[src/rtl/game_pkg.sv]
// Shared constants for the round/score controller: state encodings and
// default build parameters.
package game_pkg;

    typedef logic [1:0] state_t;

    localparam state_t ST_IDLE = 2'd0;
    localparam state_t ST_PLAY = 2'd1;
    localparam state_t ST_HOLD = 2'd2;
    localparam state_t ST_OVER = 2'd3;

    localparam int SCORE_W_DEF     = 4;
    localparam int LIVES_DEF       = 3;
    localparam int HOLD_CYCLES_DEF = 4;

endpackage

[src/rtl/game_score_ctrl_if.sv]
// Signal bundle between the win/lose stage, the score controller and its
// consumers. master drives the levels, slave is the controller.
interface game_score_ctrl_if #(
    parameter int SCORE_W = game_pkg::SCORE_W_DEF
);
    logic               Start;
    logic               Win;
    logic               Lose;
    logic [SCORE_W-1:0] Score;
    logic [1:0]         Lives;
    logic               RoundReset;
    logic               InRound;
    logic               GameOver;
    logic [SCORE_W-1:0] HighScore;

    modport master (
        output Start, Win, Lose,
        input  Score, Lives, RoundReset, InRound, GameOver, HighScore
    );

    modport slave (
        input  Start, Win, Lose,
        output Score, Lives, RoundReset, InRound, GameOver, HighScore
    );
endinterface

[src/rtl/game_score_ctrl_rise_detect.sv]
// Rising-edge detector: one history flop plus AND-NOT. The history flop is
// updated every cycle regardless of controller state, so a level that was
// already high is never reported as an event later.
module rise_detect (
    input  logic Clock,
    input  logic Reset,
    input  logic d,
    output logic evt
);
    logic d_q;

    // History register for the level input.
    always_ff @(posedge Clock) begin
        // NOTE: sequential state uses non-blocking assignment so every flop
        // samples pre-edge values regardless of block ordering.
        if (Reset) d_q <= 1'b0;
        else       d_q <= d;
    end

    assign evt = d & ~d_q;
endmodule

[src/rtl/game_score_ctrl.sv]
// Round and score controller. Turns Win/Lose levels into round events,
// keeps score and lives, holds each result for HOLD_CYCLES cycles, then
// restarts the round counters with a one-cycle RoundReset or ends the game.
// Optional feature: define HIGH_SCORE_EN to keep a best-score register.
module game_score_ctrl
    import game_pkg::*;
#(
    parameter int SCORE_W     = SCORE_W_DEF,
    parameter int LIVES       = LIVES_DEF,
    parameter int HOLD_CYCLES = HOLD_CYCLES_DEF
) (
    input  logic              Clock,
    input  logic              Reset,
    game_score_ctrl_if.slave  bus
);
    localparam int HC_W = (HOLD_CYCLES > 1) ? $clog2(HOLD_CYCLES) : 1;
    localparam logic [SCORE_W-1:0] SCORE_MAX = {SCORE_W{1'b1}};

    state_t             state;
    logic [SCORE_W-1:0] score;
    logic [1:0]         lives;
    logic               round_reset;
    logic [HC_W-1:0]    hold_cnt;
    logic               hold_done;
    logic               start_evt;
    logic               win_evt;
    logic               lose_evt;

    rise_detect u_start (.Clock(Clock), .Reset(Reset), .d(bus.Start), .evt(start_evt));
    rise_detect u_win   (.Clock(Clock), .Reset(Reset), .d(bus.Win),   .evt(win_evt));
    rise_detect u_lose  (.Clock(Clock), .Reset(Reset), .d(bus.Lose),  .evt(lose_evt));

    assign hold_done = (hold_cnt == HC_W'(HOLD_CYCLES - 1));

    // Game state machine with score, lives, hold timer and RoundReset pulse.
    always_ff @(posedge Clock) begin
        if (Reset) begin
            state       <= ST_IDLE;
            score       <= '0;
            lives       <= 2'(LIVES);
            round_reset <= 1'b0;
            hold_cnt    <= '0;
        end else begin
            round_reset <= 1'b0;
            case (state)
                ST_IDLE, ST_OVER: begin
                    if (start_evt) begin
                        score       <= '0;
                        lives       <= 2'(LIVES);
                        round_reset <= 1'b1;
                        state       <= ST_PLAY;
                    end
                end
                ST_PLAY: begin
                    // A simultaneous win and lose counts as a loss only.
                    if (lose_evt) begin
                        if (lives != 2'd0) lives <= lives - 2'd1;
                        hold_cnt <= '0;
                        state    <= ST_HOLD;
                    end else if (win_evt) begin
                        if (score != SCORE_MAX) score <= score + 1'b1;
                        hold_cnt <= '0;
                        state    <= ST_HOLD;
                    end
                end
                ST_HOLD: begin
                    if (hold_done) begin
                        hold_cnt <= '0;
                        if (lives == 2'd0) begin
                            state <= ST_OVER;
                        end else begin
                            state       <= ST_PLAY;
                            round_reset <= 1'b1;
                        end
                    end else begin
                        hold_cnt <= hold_cnt + 1'b1;
                    end
                end
                default: state <= ST_IDLE;
            endcase
        end
    end

`ifdef HIGH_SCORE_EN
    logic [SCORE_W-1:0] high_score;

    // Capture the best score on the transition into OVER; only Reset clears it.
    always_ff @(posedge Clock) begin
        if (Reset) begin
            high_score <= '0;
        end else if (state == ST_HOLD && hold_done && lives == 2'd0 &&
                     score > high_score) begin
            high_score <= score;
        end
    end

    assign bus.HighScore = high_score;
`else
    assign bus.HighScore = '0;
`endif

    assign bus.Score      = score;
    assign bus.Lives      = lives;
    assign bus.RoundReset = round_reset;
    assign bus.InRound    = (state == ST_PLAY);
    assign bus.GameOver   = (state == ST_OVER);
endmodule

[src/flat_wrapper.sv]
// flat-port wrapper written by rule: the top's interface ports become plain ports
module game_score_ctrl_flat import game_pkg::*;
#(
    parameter int SCORE_W     = SCORE_W_DEF,
    parameter int LIVES       = LIVES_DEF,
    parameter int HOLD_CYCLES = HOLD_CYCLES_DEF
)
  (Clock, Reset, bus_Start, bus_Win, bus_Lose, bus_Score, bus_Lives, bus_RoundReset, bus_InRound, bus_GameOver, bus_HighScore);
  game_score_ctrl_if #(.SCORE_W(SCORE_W)) bus_i ();
  input  logic Clock;
  input  logic Reset;
  input wire logic [$bits(bus_i.Start)-1:0] bus_Start;
  input wire logic [$bits(bus_i.Win)-1:0] bus_Win;
  input wire logic [$bits(bus_i.Lose)-1:0] bus_Lose;
  output wire logic [$bits(bus_i.Score)-1:0] bus_Score;
  output wire logic [$bits(bus_i.Lives)-1:0] bus_Lives;
  output wire logic [$bits(bus_i.RoundReset)-1:0] bus_RoundReset;
  output wire logic [$bits(bus_i.InRound)-1:0] bus_InRound;
  output wire logic [$bits(bus_i.GameOver)-1:0] bus_GameOver;
  output wire logic [$bits(bus_i.HighScore)-1:0] bus_HighScore;
  assign bus_i.Start = bus_Start;
  assign bus_i.Win = bus_Win;
  assign bus_i.Lose = bus_Lose;
  assign bus_Score = bus_i.Score;
  assign bus_Lives = bus_i.Lives;
  assign bus_RoundReset = bus_i.RoundReset;
  assign bus_InRound = bus_i.InRound;
  assign bus_GameOver = bus_i.GameOver;
  assign bus_HighScore = bus_i.HighScore;
  game_score_ctrl #(.SCORE_W(SCORE_W), .LIVES(LIVES), .HOLD_CYCLES(HOLD_CYCLES)) u_core (.Clock(Clock), .Reset(Reset), .bus(bus_i));
endmodule
[config.mk]
export PLATFORM = sky130hd
export DESIGN_NAME = game_score_ctrl_flat
export DESIGN_NICKNAME = d
export VERILOG_FILES = /design/src/rtl/game_pkg.sv /design/src/rtl/game_score_ctrl_if.sv /design/src/rtl/game_score_ctrl_rise_detect.sv /design/src/rtl/game_score_ctrl.sv /design/src/flat_wrapper.sv
export SDC_FILE = /design/constraint.sdc
export NUM_CORES = 1
export LEC_CHECK = 0
export CAP_MARGIN = 15
export CORE_ASPECT_RATIO = 1.5
export CORE_UTILIZATION = 25
export DETAILED_ROUTE_END_ITERATION = 8
export MAX_ROUTING_LAYER = met4
export SYNTH_ARGS = -nofsm -noshare
export SYNTH_HDL_FRONTEND = slang
export SYNTH_SLANG_ARGS = --single-unit
[constraint.sdc]
create_clock -name Clock -period 1.74 [get_ports Clock]
set_input_delay 0.174 -clock Clock [delete_from_list [all_inputs] [get_ports Clock]]
set_output_delay 0.174 -clock Clock [all_outputs]
set_load 0.02 [all_outputs]
# Word level (Yosys, flattened, before mapping)
# Index checks and enable logic that the tools add are counted.
# totals
regBits	14
latch_bits	0
ram_bits	0
romBits	0
input_bits	5
memories	0
# classes
addsub	3
multipliers	0
div	0
magnitude_cmp	0
n_eq_ne	13
shifts	0
mux	23
bitwise	6
reduce_logical	10
# ops
op	n
two-way mux 2 bit	11
two-way mux 4 bit	4
!= test 2 x 1 -> 1 bit (second input constant)	6
one-hot mux 2 bit (2 select lines)	2
one-hot mux 4 bit (2 select lines)	1
== test 2 bit (second input constant)	3
one-hot mux 2 bit (3 select lines)	1
nonzero test 2 bit	3
AND reduction 5 bit	1
adder 4 x 1 -> 4 bit (second input constant)	1
logical NOT 2 bit	2
!= test 4 bit (second input constant)	1
AND reduction 4 bit	1
AND 1 bit	3
two-way mux 1 bit	3
!= test 3 x 1 -> 1 bit (second input constant)	1
inverter 1 bit	3
AND reduction 3 bit	1
adder 2 x 1 -> 2 bit (second input constant)	1
== test 2 x 1 -> 1 bit (second input constant)	1
!= test 2 bit (second input constant)	1
one-hot mux 1 bit (2 select lines)	1
AND reduction 2 bit	1
OR reduction 2 bit	1
subtractor 2 x 1 -> 2 bit (second input constant)	1

# Depth between registers and ports, before layout
# Gate-level depths: netlist of the first run.
# depth
ltp_word	5
ltp_mapped	6
ltp_nobuf	6

# By module
# A second synthesis of the first run with hierarchy kept.
# hier_totals
hier_cells	94
area_unflattened_um2	908.4
# by_module_without_submodules
mod	n_inst	cells_per_inst	area_per_inst_um2
game_score_ctrl	1	85	765.7
rise_detect	3	3	47.5

# Worst setup path before layout of the first run
# OpenSTA, ideal clock, no wires.
# synth_path
path_type	register to register
start	register u_core.state[1]
end	register u_core.score[0], in the netlist u_core.bus.Score[0]
setup_ns	0.075
t_arrival_ns	1.648
required_ns	1.665
path_slack_ns	0.017
stages_incl_launch_ff	7
path_buffers	0
period_less_slack_ns	1.723
path_cell_list	dfxtp_1 -> inv_1 -> ha_1 -> and3b_1 -> a211o_1 -> or3_1 -> o22ai_1
# synth_via
elab_chain_len	4
word_cells_on_any_way	11
cone_classes	6 x eq/ne; 1 x mux; 4 x reduce/logical
# synth_lines
item	line	rtl
start: declaration	game_score_ctrl.sv:19	state_t state;
start signal: assignment	game_score_ctrl.sv:38	state <= ST_IDLE;
start signal: assignment	game_score_ctrl.sv:51	state <= ST_PLAY;
start signal: assignment	game_score_ctrl.sv:59	state <= ST_HOLD;
== test 2 bit / logical NOT 2 bit (equally long branches)	game_score_ctrl.sv:45	case (state)
OR reduction 2 bit	game_score_ctrl.sv:45	
!= test 2 x 1 -> 1 bit (no line) / nonzero test 2 bit (equally long branches)	n/a	
AND reduction 5 bit (no line)	n/a	
end signal: assignment	game_score_ctrl.sv:61	if (score != SCORE_MAX) score <= score + 1'b1;
end: declaration	game_score_ctrl.sv:20	logic [SCORE_W-1:0] score;
# Several ways; a longest one is shown, not always the timed one.
# A chain may end at the register's enable or synchronous reset.

# Final worst setup path of the first run
# layout_path
start	register u_core.state[1]
end	register u_core.score[1], in the netlist u_core.bus.Score[1]
# The elaborated chain is that of the path after synthesis.

==> flow_summary.toml, run 1 <==
[pwr]
ir_worst_vdd_mv = 0.437
pwr-share-clk_pct = 27.8
p_int_mw = 0.778
power_leakage_nw = 0.525
sequentialPowerShare_pct = 32.6
switchingPower_mw = 0.356
swShare_pct = 31.4
power_mw = 1.13
powerDensity_nw_per_um2 = 958
combPwrFrac_pct = 39.7

[logic_synthesis]
yosys-top-cells-area = "dfxtp_1 (34%), ha_1 (12%), a21oi_1 (4.9%)"
yosysSeqAreaShare_pct = 34.1
synth_area_per_cell_um2 = 8.56
yosys_warnings = 0
ys_seq_elements = 14
synth.largest_area_cell = "dfxtp_1"
synthCells = 96
syn_area_um2 = 822
yosysUniqueCellTypes = 34
synth_top_area_share_pct = 34.1

[timing]
timing.final.crit_period_ns = 1.70
final-hold-violation-count = 0
clock_skew_ns = 0.00337
fin_crit_sh_pct = 97.9
setup_tns_ns = 0
fmax_mhz = 587
setup_slack_ns = 0.0371
setup_violations = 0
final_max_slew_viol_count = 0

[clock_network]
cts_sinks = 14
path_clk_slew_ns = 0.06
post-cts-setup-buffers = 0
htree_levels = 1
clockRootBuffer = "clkbuf_8"
cts_made_buffers = 3
cts_buffer_depth = 2
ctsHoldBuffers = 0
cts_tree = "done"
clk_latency_ns = 0.24

[finish]
final_layout_size_suffix_gt1_share_pct = 25.0
final_nets = 138
diodes = 0
fin_cells = 164
fin_area_um2 = 1180
synthToLayoutAreaGrowth_pct = 44.0

[floorplan]
dieWidth_um = 48.8
num_io_pins = 18
core_area_um2 = 3130
chipHeight_um = 72.2
die_area_um2 = 3530
rows = 25
start_util_pct = 26.3

[global_routing]
grt_max_degree = 11
grt_remaining_overflow = 0
track_usage_pct = 11.5
antenna_found_initial = 0
grt_pass1_wl_um = 3020
grt_pass1_vias = 747

[route]
vias = 748
routed_wl_um = 1950
wire_per_inst_um = 11.9
dr.pass1.iters = 4
remaining_drc_errors = 0
drtAntennaViolNets = 0
via_per_inst = 4.56
drt_iter0_drc = 23

[min_path]
hold_path_class = "reg -> reg"

[worst_setup_path]
r2r_setup_slack_ns = 0.04
slowest_delay_ns = 0.37
worstPathArrival_ns = 1.82
criticalPathCategory = "reg -> reg"
crit_buf_inv = 2
crit_path_start_kind = "register"
cp_max_fo = 6
critical_path.slowest_cell = "dfxtp_4"
worstPathRequired_ns = 1.86
crit_family = "compound AO/OA/AOI/OAI gates"
path_cells = "inv_2, ha_4, and3b_1, a211o_1, buf_4, a21oi_1, o32ai_2"
end_kind = "register"

[job]
maxCapViolCount = 0

[place]
io_buffers = 13
place_ws_ns = -0.0221
placed_area_um2 = 1080
place_congestion = 0.873
placed_cells = 160
dp_hpwl_um = 1470

[run_status]
status = "finished clean"
-- repair_timing --
item                                    4_1_cts  5_1_grt
pin swaps                                     0        1
gates cloned                                  0        0
endpoints found under the setup margin        5        5
resized for setup                             2        9
-- layout by cell type (no fill, tap or decap), drive strengths merged --
| cell type | instances |
|---|---|
| o22a | 1 |
| inv | 7 |
| buf | 14 |
| o22ai | 1 |
| a21o | 2 |
| a31oi | 1 |
| nand2b | 6 |
| dlygate4sd2 | 1 |
| or4 | 1 |
| o31a | 1 |
| or2 | 2 |
| ha | 8 |
| nor2b | 5 |
| o21bai | 2 |
| a21oi | 8 |
| nand4b | 1 |
| and3b | 1 |
| o21ai | 5 |
| and2 | 1 |
| nor2 | 4 |
| a211oi | 1 |
| clkdlybuf4s50 | 12 |
| and3 | 3 |
| nand2 | 1 |
| dfxtp | 14 |
| a222oi | 1 |
| nor3 | 3 |
| o32ai | 1 |
| or3 | 1 |
| clkbuf | 4 |
| nand3b | 1 |
| nand3 | 5 |
| conb | 4 |
| a211o | 1 |
-- worst min-delay path, cell delays in order, from the launching register on --
cell,delay (ns)
dfxtp_1,0.31
o21ai_0,0.07
a21oi_1,0.06
-- per-layer routing --
| layer | vias up | GRT usage (%) | share of wire (%) | wire length (um) |
|---|---|---|---|---|
| met4 | 0 | 7.52 | 1.8 | 36 |
| met5 | - | - | 0 | 0 |
| met1 | 343 | 11.6 | 41 | 800 |
| met2 | 11 | 20.4 | 55 | 1060 |
| li1 | 390 | - | - | - |
| met3 | 4 | 1.89 | 2.3 | 45 |
-- synth_stat cells (all sizes together) --
master,count
a211o,1
a211oi,1
a21o,2
a21oi,8
a222oi,1
a31oi,1
and2,1
and3,3
and3b,1
buf,4
clkbuf,2
conb,1
dfxtp,14
ha,8
inv,7
nand2,1
nand2b,6
nand3,5
nand3b,1
nand4b,1
nor2,4
nor2b,5
nor3,3
o21ai,5
o21bai,2
o22a,1
o22ai,1
o31a,1
o32ai,1
or2,2
or3,1
or4,1
-- worst paths after layout --
path,start,to,depth (start not counted)
worst max-delay path,u_core.state[1],u_core.bus.Score[1],7
worst max register to register,u_core.state[1],u_core.bus.Score[1],7
worst min-delay path,u_core.hold_cnt[1],u_core.hold_cnt[1],2
worst min register to register,u_core.hold_cnt[1],u_core.hold_cnt[1],2
-- state kept, by name, summed over array words and instances (netlist names) --
| signal | flops |
|---|---|
| u_core.state | 2 |
| u_core.bus.Lives | 2 |
| u_core.u_lose.d_q | 1 |
| u_core.u_win.d_q | 1 |
| u_core.bus.RoundReset | 1 |
| u_core.bus.Score | 4 |
| u_core.hold_cnt | 2 |
| u_core.u_start.d_q | 1 |
-- power by group through the flow --
stage                     Combinational [mW]  Clock [mW]  Sequential [mW]
after floorplan                        0.222           0            0.379
after global placement                 0.411           0            0.369
after detailed placement               0.413           0            0.370
after CTS                              0.415       0.323            0.363
after global routing                   0.487       0.336            0.373
final                                  0.450       0.315            0.369
-- cells by family (layout without fill, tap and decap cells) --
kind of cell	after synthesis	after routing	share of synthesized area, %
AOI/OAI and AO/OA	25	25	19.5
adders and majority gates	8	8	12.2
buffers and inverters	13	38	7.76
DFF	14	14	34.1
other	1	4	0.456
and+or+nand+nor	35	35	26.0
-- cell type report --
| cell class | count | area [um2] |
|---|---|---|
| Timing Repair Buffer | 27 | 234 |
| Sequential cell | 14 | 285 |
| Fill cell | 332 | 1940 |
| Tap cell | 40 | 50.0 |
| Multi-Input combinational cell | 72 | 533 |
| Inverter | 7 | 26.3 |
| Clock buffer | 4 | 55.1 |
-- per-stage QoR --
step           hold slack, ns  utilization (%)
3_5_place_dp            0.476             34.6
2_1_floorplan           0.246                -
5_1_grt                 0.522             37.8
3_3_place_gp            0.464             34.6
6_report                0.481             37.8
4_1_cts                 0.485             36.4
Note: power is estimated with default switching activity, not from simulation.
==> inputs of run 2 (changes only) <==
--- a/config.mk
+++ b/config.mk
@@ -7,9 +7,10 @@
 export LEC_CHECK = 0
 export CAP_MARGIN = 15
 export CORE_ASPECT_RATIO = 1.5
-export CORE_UTILIZATION = 25
+export CORE_UTILIZATION = 30
 export DETAILED_ROUTE_END_ITERATION = 8
 export MAX_ROUTING_LAYER = met4
+export REMOVE_ABC_BUFFERS = 1
 export SYNTH_ARGS = -nofsm -noshare
 export SYNTH_HDL_FRONTEND = slang
 export SYNTH_SLANG_ARGS = --single-unit
==> flow_summary.toml, run 2 (synthesized netlist as in run 1, its figures left out) <==
[route]
dr.pass1.iters = 4
drt-met1-wl_um = 787
via_per_inst = 4.83
routed_wl_um = 1850
top_layer_used = "met4"
routed-wl-met3_um = 55
drt_iter0_drc = 18
drtAntennaViolNets = 0
wire_per_inst_um = 11.7
vias = 763
remaining_drc_errors = 0
dr_wl_met2_um = 979

[global_routing]
antenna_found_initial = 0
grt_remaining_overflow = 0
grt_pass1_vias = 719
track_usage_pct = 14.1
grt_pass1_wl_um = 2970
grt_max_degree = 13

[worst_setup_path]
worstPathArrival_ns = 1.52
cp_max_fo = 3
worstPathRequired_ns = 1.57
criticalPathCategory = "reg -> out"
crit_path_start_kind = "register"
end_kind = "output port"

[clock_network]
clk_latency_ns = 0.28
clockRootBuffer = "clkbuf_4"
cts_tree = "done"
cts_made_buffers = 3
htree_levels = 1
path_clk_slew_ns = 0.09
cts_sinks = 14
cts_buffer_depth = 2

[timing]
timing.final.crit_period_ns = 1.69
setup_slack_ns = 0.0498
fin_crit_sh_pct = 97.1
clock_skew_ns = 0.00876
final_max_slew_viol_count = 0
final-hold-violation-count = 0
setup_tns_ns = 0
setup_violations = 0
rsz0062_at_grt = "no"
fmax_mhz = 592
whs_ns = 0.497

[pwr]
p_int_mw = 0.663
power_leakage_nw = 0.517
power_mw = 0.999
swShare_pct = 33.6
pwr-share-clk_pct = 18.5
switchingPower_mw = 0.336
sequentialPowerShare_pct = 37.0
ir_worst_vdd_mv = 0.265
combPwrFrac_pct = 44.5
powerDensity_nw_per_um2 = 866

[run_status]
status = "finished clean"

[job]
maxCapViolCount = 0

[finish]
register_area_um2 = 288
fin_area_um2 = 1150
final_util_pct = 45.6
final_layout_size_suffix_gt1_share_pct = 24.6
final_cell_mix = "clkdlybuf4s50_1 (12), buf_4 (12), dfxtp_1 (12)"
synthToLayoutAreaGrowth_pct = 40.3
largest_reg_flops = 4
final_nets = 137
diodes = 0
multi_input_area_um2 = 536
fin_cells = 158
fill_cells = 269

[place]
dp_hpwl_um = 1390
place_ws_ns = -0.0204
placed_cells = 154
place_congestion = 0.789
placed_area_um2 = 1060
io_buffers = 13

[floorplan]
num_io_pins = 18
die_area_um2 = 2960
dieWidth_um = 44.7
start_util_pct = 32.5
rows = 22
chipHeight_um = 66.1
core_area_um2 = 2530

[min_path]
hold_path_class = "in -> reg"
run 2: changes by cell type in the layout (fill, tap and decap cells not counted), sizes merged:
| cell | previous run | this run |
|---|---|---|
| buf | 14 | 13 |
| clkbuf | 4 | 3 |
| dlygate4sd2 | 1 | 0 |
| dlymetal6s2s | 0 | 1 |
run 2: final cells by class:
cell class,instances,area share [%]
Sequential cell,14,24.9
Timing Repair Buffer,26,20.3
Inverter,7,2.49
Clock buffer,3,1.95
Tap cell,36,3.90
Multi-Input combinational cell,72,46.4
run 2: what timing repair did:
action / in CTS / in global routing
pin swaps: 0 / 2
setup endpoints to repair: 4 / 6
setup buffers: 0 / 1
hold buffers: 0 / 0
gates resized for setup: 3 / 13
run 2: power groups by stage:
stage                     Sequential (mW)  Clock (mW)  Combinational, mW
final                               0.370       0.184              0.445
after floorplan                     0.379           0              0.210
after CTS                           0.364       0.191              0.401
after detailed placement            0.369           0              0.395
after global placement              0.368           0              0.390
after global routing                0.374       0.205              0.486
run 2: worst paths after layout:
| path | startpoint | to | slack, ns | cells after the start |
|---|---|---|---|---|
| hold reg to reg | u_core.hold_cnt[1] | u_core.hold_cnt[1] | 0.51 | 2 |
| hold / removal | bus_Start | u_core.u_start.d_q | 0.50 | 2 |
| setup reg to reg | u_core.state[1] | u_core.bus.Lives[0] | 0.07 | 7 |
| setup / recovery | u_core.state[1] | bus_GameOver | 0.05 | 3 |
run 2: critical path, stage by stage (launching register included):
cell and delay [ns]:
dfxtp_4 0.38, buf_4 0.12, ha_1 0.13, clkdlybuf4s50_1 0.60
run 2: metal layers:
layer / vias to the layer above / track usage, %
met2: 15 / 26.7
met4: 0 / 6.82
met1: 361 / 13.6
met3: 2 / 1.64
met5: - / -
li1: 385 / -
==> inputs of run 3 (changes only) <==
--- a/config.mk
+++ b/config.mk
@@ -6,7 +6,6 @@
 export NUM_CORES = 1
 export LEC_CHECK = 0
 export CAP_MARGIN = 15
-export CORE_ASPECT_RATIO = 1.5
 export CORE_UTILIZATION = 30
 export DETAILED_ROUTE_END_ITERATION = 8
 export MAX_ROUTING_LAYER = met4
==> flow_summary.toml, run 3 (synthesized netlist as in run 1, its figures left out) <==
[run_status]
status = "finished clean"

[global_routing]
grt_pass1_vias = 674
antenna_found_initial = 0
grt_max_degree = 10
grt_remaining_overflow = 0
grt_pass1_wl_um = 2860
track_usage_pct = 13.7

[finish]
final_layout_size_suffix_gt1_share_pct = 20.5
largest_reg_flops = 4
synthToLayoutAreaGrowth_pct = 34.9
fin_cells = 152
diodes = 0
final_cell_mix = "clkdlybuf4s50_1 (12), buf_4 (12), dfxtp_1 (12)"
final_nets = 136
fill_cells = 259

[clock_network]
clk_latency_ns = 0.28
path_clk_slew_ns = 0.09
cts_made_buffers = 3
cts_buffer_depth = 2
clockRootBuffer = "clkbuf_4"
cts_tree = "done"
ctsHoldBuffers = 0
cts_sinks = 14
htree_levels = 1

[timing]
final-hold-violation-count = 0
whs_ns = 0.481
clock_skew_ns = 0.00136
fin_crit_sh_pct = 94.5
final_max_slew_viol_count = 0
fmax_mhz = 608
setup_violations = 0
rsz0062_at_grt = "no"
timing.final.crit_period_ns = 1.64

[worst_setup_path]
r2r_setup_slack_ns = 0.1
slowest_delay_ns = 0.37
critical_path.slowest_cell = "dfxtp_4"
reg2reg_to = "u_core.bus.Score[0]"
worstPathArrival_ns = 1.85
worstPathRequired_ns = 1.95
cp_max_fo = 6
path_cells = "ha_2, and3b_1, a211o_1, or3_1, o22ai_1"
worstRegToRegCells = 5
crit_path_start_kind = "register"
crit_end = "u_core.bus.Score[0]"
end_kind = "register"
criticalPathCategory = "reg -> reg"
startpoint = "u_core.state[0]"
r2r_start = "u_core.state[0]"

[floorplan]
core_area_um2 = 2520
num_io_pins = 18
start_util_pct = 32.6
chipHeight_um = 54.3
rows = 18
dieWidth_um = 54.3
die_area_um2 = 2950

[job]
maxCapViolCount = 0

[pwr]
swShare_pct = 32.2
ir_worst_vdd_mv = 0.534
p_int_mw = 0.676
power_leakage_nw = 0.501
pwr-share-clk_pct = 23.6
combPwrFrac_pct = 39.7
sequentialPowerShare_pct = 36.7
powerDensity_nw_per_um2 = 900
switchingPower_mw = 0.322

[place]
io_buffers = 13
place_congestion = 0.715
placed_cells = 148
dp_hpwl_um = 1300

[route]
dr.pass1.iters = 4
drtAntennaViolNets = 0
remaining_drc_errors = 0
drt_iter0_drc = 23
vias = 739
wire_per_inst_um = 11.0
routed_wl_um = 1670
via_per_inst = 4.86

[min_path]
hold_path_class = "in -> reg"
[run 3: cell count changes in the layout (fill, tap and decap cells not counted), sizes merged]
cell,change
buf,-1
clkbuf,+1
dlygate4sd2,+1
dlymetal6s2s,-1
[run 3: through the flow]
step / TNS (ns) / util (%) / power (mW) / area, um2 / worst slack (ns)
after detailed placement: -0.0146 / 41.8 / 0.750 / 1050 / -0.0126
after global placement: 0 / 41.8 / 0.744 / 1050 / 0.00497
final: 0 / 43.9 / 0.998 / 1110 / 0.0961
after CTS: 0 / 43.7 / 1.00 / 1100 / 0.0161
after floorplan: 0 / - / 0.588 / 796 / 0.0169
after global routing: 0 / 43.9 / 1.08 / 1110 / 0.0113
[run 3: final cells by class]
| type | count | area (um2) | share of cell area, % |
|---|---|---|---|
| Multi-Input combinational cell | 72 | 504 | 45.5 |
| Sequential cell | 14 | 285 | 25.7 |
| Timing Repair Buffer | 25 | 219 | 19.8 |
| Tap cell | 30 | 37.5 | 3.39 |
| Clock buffer | 4 | 36.3 | 3.27 |
| Inverter | 7 | 26.3 | 2.37 |
[run 3: worst min-delay path by stage]
| stage | start | to | slack [ns] | cells after the start |
|---|---|---|---|---|
| floorplan | Reset | u_core.bus.Score[3] | 0.24 | 1 |
| global placement | u_core.hold_cnt[1] | u_core.hold_cnt[1] | 0.46 | 2 |
| detailed placement | u_core.hold_cnt[1] | u_core.hold_cnt[1] | 0.48 | 2 |
| CTS | bus_Start | u_core.u_start.d_q | 0.48 | 2 |
| global route | bus_Start | u_core.u_start.d_q | 0.48 | 2 |
| finish | bus_Start | u_core.u_start.d_q | 0.48 | 2 |
[run 3: per-layer routing]
| layer | wire length, um | global-route usage [%] | vias to the layer above |
|---|---|---|---|
| met1 | 803 | 17.8 | 329 |
| li1 | - | - | 386 |
| met2 | 744 | 19.5 | 18 |
| met3 | 78 | 2.22 | 6 |
| met5 | 0 | - | - |
| met4 | 46 | 8.97 | 0 |
[run 3: critical path: cells and delay by family, from the launching register on]
kind	cells	cell delay, ns
fa+ha+maj	1	0.21
compound gates	2	0.45
simple gates	2	0.55
flops	1	0.37
[run 3: what timing repair did]
item	in CTS	in global routing
endpoints found under the setup margin	4	7
buffers inserted	0	0
resized for setup	2	4
pin swaps	0	2
[run 3: power by group through the flow]
stage / combinational, mW / clock [mW] / sequential [mW]
after detailed placement: 0.380 / 0 / 0.370
after global placement: 0.376 / 0 / 0.368
final: 0.396 / 0.236 / 0.366
after CTS: 0.392 / 0.248 / 0.363
after global routing: 0.446 / 0.266 / 0.370
after floorplan: 0.210 / 0 / 0.379
